<file path="config.mk">
export PLATFORM = sky130hd
export DESIGN_NAME = pool_sched
export DESIGN_NICKNAME = d
export VERILOG_FILES = /design/src/rtl/pool_sched.sv
export SDC_FILE = /design/constraint.sdc
export NUM_CORES = 1
export LEC_CHECK = 0
export ABC_AREA = 1
export CAP_MARGIN = 15
export CORE_UTILIZATION = 40
export CTS_CLUSTER_SIZE = 16
export DETAILED_ROUTE_END_ITERATION = 12
export GPL_TIMING_DRIVEN = 0
export PLACE_DENSITY_LB_ADDON = 0.15
export SLEW_MARGIN = 20
export SYNTH_ARGS = -nofsm -noshare
export SYNTH_HDL_FRONTEND = slang
export SYNTH_SLANG_ARGS = --single-unit
</file>
<file path="constraint.sdc">
create_clock -name cnn_clk -period 8.1 [get_ports cnn_clk]
set_input_delay 1.215 -clock cnn_clk [delete_from_list [all_inputs] [get_ports cnn_clk]]
set_output_delay 1.215 -clock cnn_clk [all_outputs]
set_load 0.05 [all_outputs]
</file>
<file path="src/rtl/pool_sched.sv">
// Round-robin scheduler that shares one max-pooling unit among N_CH frame buffers.
// Each grant streams one frame into the pool unit, then forwards the tagged pooled results.
module pool_sched #(
  parameter int N_CH      = 6,
  parameter int DW        = 12,
  parameter int FRAME_LEN = 480,
  parameter int POOL_LEN  = 120,
  parameter int TIMEOUT   = 1023
) (
  input  logic               cnn_clk,
  input  logic               cnn_rst,
  input  logic [N_CH-1:0]    req,
  output logic [N_CH-1:0]    grant,
  output logic               rd_en,
  input  logic [N_CH*DW-1:0] src_data,
  output logic               pool_wr_en,
  output logic [DW-1:0]      pool_data,
  input  logic               pool_buffer_en,
  input  logic [DW-1:0]      pool_max,
  output logic               out_valid,
  output logic [DW-1:0]      out_data,
  output logic [2:0]         out_ch,
  output logic [6:0]         out_idx,
  output logic               frame_done,
  output logic               busy,
  output logic               timeout_err
);

  localparam logic [8:0] LP_RD_LAST  = 9'(FRAME_LEN - 1);
  localparam logic [6:0] LP_RES_LAST = 7'(POOL_LEN - 1);
  localparam logic [9:0] LP_TO_LAST  = 10'(TIMEOUT - 1);

  typedef enum logic [1:0] {S_IDLE, S_LOAD, S_FLUSH, S_DRAIN} state_t;

  state_t            r_state, w_next;
  logic [N_CH-1:0]   r_grant;
  logic [2:0]        r_gnt_idx, r_last;
  logic [8:0]        r_rd_cnt;
  logic              r_rd_en, r_rd_en_d1, r_pool_wr_en;
  logic [DW-1:0]     r_pool_data;
  logic [6:0]        r_res_cnt;
  logic [9:0]        r_to_cnt;
  logic              r_out_valid, r_frame_done, r_timeout_err;
  logic [DW-1:0]     r_out_data;
  logic [2:0]        r_out_ch;
  logic [6:0]        r_out_idx;

  logic              w_found, w_start, w_done, w_abort;
  logic [2:0]        w_win;
  logic [DW-1:0]     w_src;
  int unsigned       w_cand;

  // Search starts one past the last served channel and wraps modulo N_CH.
  always_comb begin
    w_found = 1'b0;
    w_win   = '0;
    w_cand  = 0;
    for (int unsigned i = 1; i <= N_CH; i++) begin
      w_cand = {29'd0, r_last} + i;
      if (w_cand >= N_CH) w_cand = w_cand - N_CH;
      for (int unsigned k = 0; k < N_CH; k++) begin
        if (!w_found && k == w_cand && req[k]) begin
          w_found = 1'b1;
          w_win   = 3'(k);
        end
      end
    end
  end

  always_comb begin
    w_src = '0;
    for (int unsigned k = 0; k < N_CH; k++) begin
      if (3'(k) == r_gnt_idx) w_src = src_data[k*DW +: DW];
    end
  end

  always_comb begin
    w_next  = r_state;
    w_start = 1'b0;
    w_done  = 1'b0;
    w_abort = 1'b0;
    case (r_state)
      S_IDLE: begin
        if (w_found) begin
          w_next  = S_LOAD;
          w_start = 1'b1;
        end
      end
      S_LOAD:  if (r_rd_cnt == LP_RD_LAST) w_next = S_FLUSH;
      S_FLUSH: if (!r_pool_wr_en) w_next = S_DRAIN;
      S_DRAIN: begin
        if (pool_buffer_en) begin
          if (r_res_cnt == LP_RES_LAST) begin
            w_done = 1'b1;
            w_next = S_IDLE;
          end
        end else if (r_to_cnt == LP_TO_LAST) begin
          w_abort = 1'b1;
          w_next  = S_IDLE;
        end
      end
      default: w_next = S_IDLE;
    endcase
  end

  always_ff @(posedge cnn_clk or posedge cnn_rst) begin
    if (cnn_rst) r_state <= S_IDLE;
    else         r_state <= w_next;
  end

  always_ff @(posedge cnn_clk or posedge cnn_rst) begin
    if (cnn_rst) begin
      r_grant       <= '0;
      r_gnt_idx     <= '0;
      r_last        <= 3'(N_CH - 1);
      r_rd_cnt      <= '0;
      r_rd_en       <= 1'b0;
      r_rd_en_d1    <= 1'b0;
      r_pool_wr_en  <= 1'b0;
      r_pool_data   <= '0;
      r_res_cnt     <= '0;
      r_to_cnt      <= '0;
      r_out_valid   <= 1'b0;
      r_out_data    <= '0;
      r_out_ch      <= '0;
      r_out_idx     <= '0;
      r_frame_done  <= 1'b0;
      r_timeout_err <= 1'b0;
    end else begin
      r_rd_en      <= (r_state == S_LOAD);
      r_rd_en_d1   <= r_rd_en;
      r_pool_wr_en <= r_rd_en_d1;
      if (r_rd_en_d1) r_pool_data <= w_src;
      r_out_valid  <= 1'b0;
      r_frame_done <= w_done;
      if (w_start) begin
        r_grant   <= N_CH'(1) << w_win;
        r_gnt_idx <= w_win;
        r_rd_cnt  <= '0;
      end
      if (r_state == S_LOAD) r_rd_cnt <= r_rd_cnt + 9'd1;
      if (r_state == S_FLUSH) begin
        r_res_cnt <= '0;
        r_to_cnt  <= '0;
      end
      // Results arriving outside DRAIN are stale pool-unit activity and are dropped.
      if (r_state == S_DRAIN) begin
        if (pool_buffer_en) begin
          r_out_valid <= 1'b1;
          r_out_data  <= pool_max;
          r_out_ch    <= r_gnt_idx;
          r_out_idx   <= r_res_cnt;
          r_res_cnt   <= r_res_cnt + 7'd1;
          r_to_cnt    <= '0;
        end else begin
          r_to_cnt <= r_to_cnt + 10'd1;
        end
      end
      if (w_done || w_abort) begin
        r_grant <= '0;
        r_last  <= r_gnt_idx;
      end
      if (w_abort) r_timeout_err <= 1'b1;
    end
  end

  assign grant       = r_grant;
  assign rd_en       = r_rd_en;
  assign pool_wr_en  = r_pool_wr_en;
  assign pool_data   = r_pool_data;
  assign out_valid   = r_out_valid;
  assign out_data    = r_out_data;
  assign out_ch      = r_out_ch;
  assign out_idx     = r_out_idx;
  assign frame_done  = r_frame_done;
  assign busy        = (r_state != S_IDLE);
  assign timeout_err = r_timeout_err;

endmodule

</file>
After elaboration in Yosys (flattened, before gate mapping)
Index checks and enable logic that the tools add are counted.
{"block": "totals", "ff_bits": 80, "inputBits": 93, "out_inout_bits": 46, "wordCells": 316}
{"block": "classes", "n_addsub": 15, "magnitude_cmp": 6, "eq_ne": 46, "shift": 1, "n_mux": 110, "n_reduce_logical": 121}
{"cell": "== test 2 x 32 -> 1 bit (first input constant)", "count": 12}
{"cell": "== test 3 x 32 -> 1 bit (first input constant)", "count": 12}
{"cell": "== test 1 x 32 -> 1 bit (first input constant)", "count": 6}
{"cell": "zero test 32 bit", "count": 6}
{"cell": "two-way mux 32 bit", "count": 6}
{"cell": "two-way mux 3 bit", "count": 34}
{"cell": "two-way mux 12 bit", "count": 6}
{"cell": "logical AND 1 bit", "count": 71}
{"cell": "two-way mux 1 bit", "count": 47}
{"cell": "zero test 1 bit", "count": 35}
{"cell": "two-way mux 10 bit", "count": 3}
{"cell": "subtractor 4 x 3 -> 5 bit (second input constant)", "count": 6}
{"cell": ">= comparator 4 x 3 -> 1 bit (second input constant)", "count": 6}
{"cell": "two-way mux 7 bit", "count": 3}
{"cell": "two-way mux 9 bit", "count": 2}
{"cell": "adder 3 x 3 -> 4 bit (second input constant)", "count": 3}
{"cell": "two-way mux 2 bit", "count": 6}
{"cell": "two-way mux 6 bit", "count": 2}
{"cell": "adder 10 x 1 -> 10 bit (second input constant)", "count": 1}
{"cell": "== test 10 bit (second input constant)", "count": 1}
{"cell": "adder 9 x 1 -> 9 bit (second input constant)", "count": 1}
{"cell": "== test 9 bit (second input constant)", "count": 1}
{"cell": "adder 3 x 2 -> 4 bit (second input constant)", "count": 2}
{"cell": "one-hot mux 2 bit (4 select lines)", "count": 1}
{"cell": "17 further kinds", "count": 26}

Longest topological paths before layout
{"block": "depth", "word_depth": 150, "depth_mapped": 36, "mapped_depth_nobuf": 36}

Least setup slack after synthesis
Ideal clock, no wire load.
{"block": "synth_path", "path_type": "register -> register", "startpoint": "register r_last[0]", "endpoint": "register r_grant[0] (netlist: grant[0])", "setup_time_ns": 0.066, "arrival_ns": 4.443, "path_slack_ns": 3.591, "stages_incl_launch_ff": 35, "n_path_buf": 1, "synth_period_minus_slack_ns": 4.509, "cell_sequence": "dfstp_2 > inv_2 > clkbuf_1 > ha_1 > ha_1 > inv_1 > ha_1 > nand3_2 > nand2_2 > nand2_1 > nand3_1 > nor2_1 > nand2_1 > nand2_1 > nor2_2 > nand4_2 > nor2_2 > nand4_2 > nor2_2 > nand4_2 > nor2_2 > nand4_2 > nor2_4 > nand4_4 > nor3_4 > nand4_1 > nor2_2 > nand4_2 > nor2_4 > nand4_4 > nand2_4 > nand2_4 > clkinv_2 > nand2_1 > nand2_1"}
{"block": "synth_via", "elab_chain_len": 149}
{"element": "from (decl)", "line": "37", "source": "logic [2:0] r_gnt_idx, r_last;"}
{"element": "from (signal assigned)", "line": "115", "source": "r_last <= 3'(N_CH - 1);"}
{"element": "from (signal assigned)", "line": "161", "source": "r_last <= r_gnt_idx;"}
{"element": "adder 3 x 1 -> 4 bit", "line": "59", "source": "w_cand = {29'd0, r_last} + i;"}
{"element": "subtractor 4 x 3 -> 5 bit / >= comparator 4 x 3 -> 1 bit (equally long branches)", "line": "60", "source": "if (w_cand >= N_CH) w_cand = w_cand - N_CH;"}
{"element": "two-way mux 32 bit", "line": "60"}
{"element": "zero test 32 bit", "line": "62", "source": "if (!w_found && k == w_cand && req[k]) begin"}
{"element": "logical AND 1 bit", "line": "62"}
{"element": "two-way mux 1 bit", "line": "62"}
{"element": "zero test 1 bit", "line": "62"}
{"element": "logical AND 1 bit (2 in series)", "line": "62"}
{"element": "[130 not listed]"}
{"element": "logical AND 1 bit (2 in series)", "line": "62"}
{"element": "two-way mux 1 bit", "line": "62"}
{"element": "zero test 1 bit", "line": "62"}
{"element": "logical AND 1 bit (2 in series)", "line": "62"}
{"element": "two-way mux 3 bit / two-way mux 1 bit (equally long branches)", "line": "62"}
{"element": "<< shifter 1 x 3 -> 6 bit / two-way mux 1 bit (equally long branches)", "line": "137, 84"}
{"element": "two-way mux 6 bit / two-way mux 1 bit (equally long branches)", "line": "136, 82"}
{"element": "two-way mux 6 bit / nonzero test 2 bit (equally long branches)"}
{"element": "to (signal assigned)", "line": "137", "source": "r_grant <= N_CH'(1) << w_win;"}
{"element": "to (decl)", "line": "36", "source": "logic [N_CH-1:0] r_grant;"}
Parallel ways exist; a longest one is shown, timed or not. The select of a mux whose other input is x is not followed.
A chain may end at the register's enable or synchronous reset.

Final worst setup path
{"block": "layout_path", "startpoint": "register r_last[0]", "endpoint": "register r_grant[3] (netlist: grant[3])"}
The elaborated chain is that of the path after synthesis.

==> impl_summary.txt <==
----------------------------------------------------
[Worst setup path]
  Max FO, Critical Path ... 12
  Category of the worst setup path launch point ... flip-flop
  Kind of capture point of the worst setup path ... flip-flop
  Cell class contributing the biggest share of worst-path delay ... simple AND/OR/NAND/NOR gates
  Kind of critical path ... reg -> reg
  Delay contributed by the slowest stage of the critical path ... 640 ps
  Buf/Inv on CP ... 5
  Slowest cell on the critical path ... sky130_fd_sc_hd__dfstp_2
  Endpoint required time on the critical path ... 8370 ps
  Data arrival at the endpoint of the critical path ... 5520 ps

[Power]
  Internal Pwr Total ... 0.001273 W
  Cell area power density ... 313.4 nW/µm²
  Standby leakage power ... 3.431 nW
  Switching Fraction ... 46.50%
  Psw ... 0.001107 W
  Combinational fraction of design power ... 56.0%
  Overall power ... 0.002380 W
  Peak supply drop ... 0.2430 mV
  Proportion of power drawn by the clock network ... 19.0%
  Sequential Power Share ... 25.0%

[Logic synthesis]
  Mapped Nets ... 911
  Synthesized area per cell ... 7.135 µm²
  Synthesized-area fraction occupied by adder cells ... 5.985%
  Share of synthesized flip-flops with an asynchronous set or reset ... 100.0%
  List of most frequent post-synthesis cells ... 165 x sky130_fd_sc_hd__nand2_1, 150 x sky130_fd_sc_hd__inv_1, 78 x sky130_fd_sc_hd__dfrtp_1
  Share of the yosys chip area belonging to registers ... 35.51%
  Multiplexer fraction of the synthesized cell area ... 2.594%
  Instance count of the mapped netlist ... 791
  Library cell with the highest instance count after synthesis ... sky130_fd_sc_hd__nand2_1
  Top-area cell type share of the netlist area ... 34.58%
  Number of storage elements in the synthesis netlist ... 80
  Area share of xor/xnor cells in the synthesized design ... 1.397%
  Largest family of logic cells by synthesized area ... simple AND/OR/NAND/NOR gates
  Leading area contributor after synthesis ... sky130_fd_sc_hd__dfrtp_1
  Netlist area before placement ... 5644 µm²
  Leading post-synthesis cells by cell area ... sky130_fd_sc_hd__dfrtp_1 35%, sky130_fd_sc_hd__nand2_1 11%, sky130_fd_sc_hd__inv_1 10%
  Number of distinct library cells after synthesis ... 43
  Top_reg_cell synth ... sky130_fd_sc_hd__dfrtp_1
  Share of the synthesized area in compound gates (AO/OA/AOI/OAI) ... 10.82%
  Number of flops mapped to enable cells by yosys ... 0
  Post-Synth Simple-Gate Area ... 31.77%
  Total of warnings raised by yosys ... 0

[Clock tree]
  Reg clk slew, reported paths ... 60 ps
  Count of H-tree levels built during CTS ... 3
  Inserted Clock Buffers ... 9
  Post-cts hold buffer count ... 0
  Latest clock arrival within the worst-skew pair ... 330 ps
  Number of cells upsized or downsized after cts ... 0
  Bufs on Longest Clock Path ... 2
  Clock tree root driver cell ... sky130_fd_sc_hd__clkbuf_16
  CTS tree ... done
  Clock net sink count ... 80
  Post-CTS setup buffer count ... 0

[Die]
  Floorplan die height ... 120.8 µm
  Number of I/O pins ... 139
  Area of the die ... 14590 µm²
  Row cnt ... 43
  Die Span X ... 120.8 µm
  Core region area ... 13830 µm²
  Effective utilization at floorplan ... 40.82%

[STA]
  TNS Setup ... 0 ps
  Final count of pins violating max slew ... 0
  Setup skew after layout ... 2.772 ps
  Headroom to the max-slew limit ... 52.04%
  Period minus WS final ... 5249 ps
  Number of hold violations in the final report ... 0
  Final worst-path setup slack ... 2851 ps
  Final number of setup-violating endpoints ... 0
  Setup repair after global routing missed its margin ... false
  Final critical-path share of the clock period ... 64.80%
  Worst-margin pin slew ... 712.8 ps
  Upper clock frequency limit ... 0.1905 GHz

[Min path]
  HP Class ... reg -> reg

[Cells and area]
  Layout cells sized above 1 ... 6.787%
  Area of all placed cells without fillers ... 7595 µm²
  Total inserted antenna cells ... 0
  Number of nets in the final layout ... 1060
  Filler cell count in the final layout ... 1332
  Area Growth Syn to Fin ... 34.56%

[GRT]
  Total congestion overflow after global routing ... 0
  Vias in the first global route ... 5202
  Combined global-route utilization of all metal layers ... 21.60%
  Maximum number of pins on one net before global-route repair ... 42
  Initial antenna violation count ... 0
  Global-route wire length before repair ... 24940 µm

[Routing]
  Average via count per standard cell ... 4.910
  Drt drc ... 0
  Wire length per cell after detailed routing ... 13.50 µm
  Routed wire length ... 15160 µm
  Number of design-rule violations left by the first detailed-router iteration ... 262
  First-pass detailed-route iteration total ... 4
  ANT nets after route ... 0
  Via count ... 5514

[Status]
  Result of the run ... complete, no violations

[Place]
  Placement-stage worst setup slack ... 2850 ps
  Port Buf Inserts ... 137
  Cell area reported after detailed placement ... 7263 µm²
  HPWL Detailed ... 11970 µm
  Global placer's final weighted congestion ... 0.8632

[Run]
  Number of maximum-capacitance violations ... 0

----------------------------------------------------
[power by group through the flow]
stage,combinational [W],sequential (W),clock (W)
3_3_place_gp,0.00133,0.000599,0
2_1_floorplan,0.000613,0.000901,0
3_5_place_dp,0.00133,0.000600,0
4_1_cts,0.00134,0.000595,0.000463
6_report,0.00133,0.000594,0.000452
5_1_grt,0.00146,0.000609,0.000477
[per-stage QoR]
stage	hold WS, ps	util [%]	std cells
CTS	390.3	54.93	1123
floorplan	407.4	-	791
global route	390.2	54.93	1123
global placement	372.4	52.37	1108
finish	383.5	54.93	1123
detailed placement	368.9	52.53	1109
[layer usage]
layer  track usage [%]  vias up  routed length, µm
met4             5.633        0                188
met2             36.49      109               7197
met3             3.302       14                590
met1             28.78     2501               7182
met5                 0        -                  0
li1                  -     2890                  -
[final cells by class]
type / instances / area [µm²] / area share (%)
Buffer: 20 / 75.07 / 0.9885
Clock buffer: 9 / 225.2 / 2.965
Clock inverter: 5 / 106.4 / 1.400
Inverter: 159 / 600.6 / 7.908
Multi-Input combinational cell: 532 / 2967 / 39.06
Sequential cell: 80 / 2004 / 26.39
Tap cell: 180 / 225.2 / 2.965
Timing Repair Buffer: 138 / 1391 / 18.32
[registers in the layout, indices dropped and copies added (netlist names), 2 cells and up]
| name | count |
|---|---|
| r_to_cnt | 10 |
| out_data | 12 |
| r_rd_cnt | 9 |
| r_gnt_idx | 3 |
| out_ch | 3 |
| r_state | 2 |
| grant | 6 |
| r_last | 3 |
| out_idx | 7 |
| pool_data | 12 |
| r_res_cnt | 7 |
[placed cells by master, fill, tap and decap left out, types with 27 or more instances in the layout]
master	n
sky130_fd_sc_hd__ha_1	27
sky130_fd_sc_hd__nand3_1	37
sky130_fd_sc_hd__nand2_1	165
sky130_fd_sc_hd__dfrtp_1	78
sky130_fd_sc_hd__inv_1	149
sky130_fd_sc_hd__nor2_1	62
sky130_fd_sc_hd__a21oi_1	30
sky130_fd_sc_hd__nand4_1	42
sky130_fd_sc_hd__o21ai_0	33
sky130_fd_sc_hd__nor3_1	34
sky130_fd_sc_hd__clkdlybuf4s50_1	137
[kinds of logic (layout without fill, tap and decap cells)]
logic type / after synthesis / count (layout)
and+or+nand+nor: 376 / 376
buffers and inverters: 179 / 331
AOI/OAI and AO/OA: 107 / 107
DFF: 80 / 80
adders and majority gates: 27 / 27
muxes: 13 / 13
xor gates and xnor gates: 9 / 9
[worst reg2reg max path: cells and delay by family (launching register included)]
kind	cells	cell delay, ps
simple gates	25	2960
flops	1	640
fa+ha+maj	3	980
buf+inv	5	620
[final timing paths]
check                                            from                  endpoint  slack [ps]  cells past startpoint
worst max-delay path            r_last[0]$_DFFE_PP1N_      grant[3]$_DFFE_PP0P_        2850                     33
worst min-delay path                  rd_en$_DFF_PP0_      r_rd_en_d1$_DFF_PP0_         380                      0
worst max register to register  r_last[0]$_DFFE_PP1N_      grant[3]$_DFFE_PP0P_        2850                     33
worst min register to register        rd_en$_DFF_PP0_      r_rd_en_d1$_DFF_PP0_         380                      0
max in group asynchronous                     cnn_rst     r_last[2]$_DFFE_PP1N_        6150                      3
min in group asynchronous                     cnn_rst  pool_data[1]$_DFFE_PP0P_        1300                      2
Note: power is estimated with default switching activity, not from simulation.
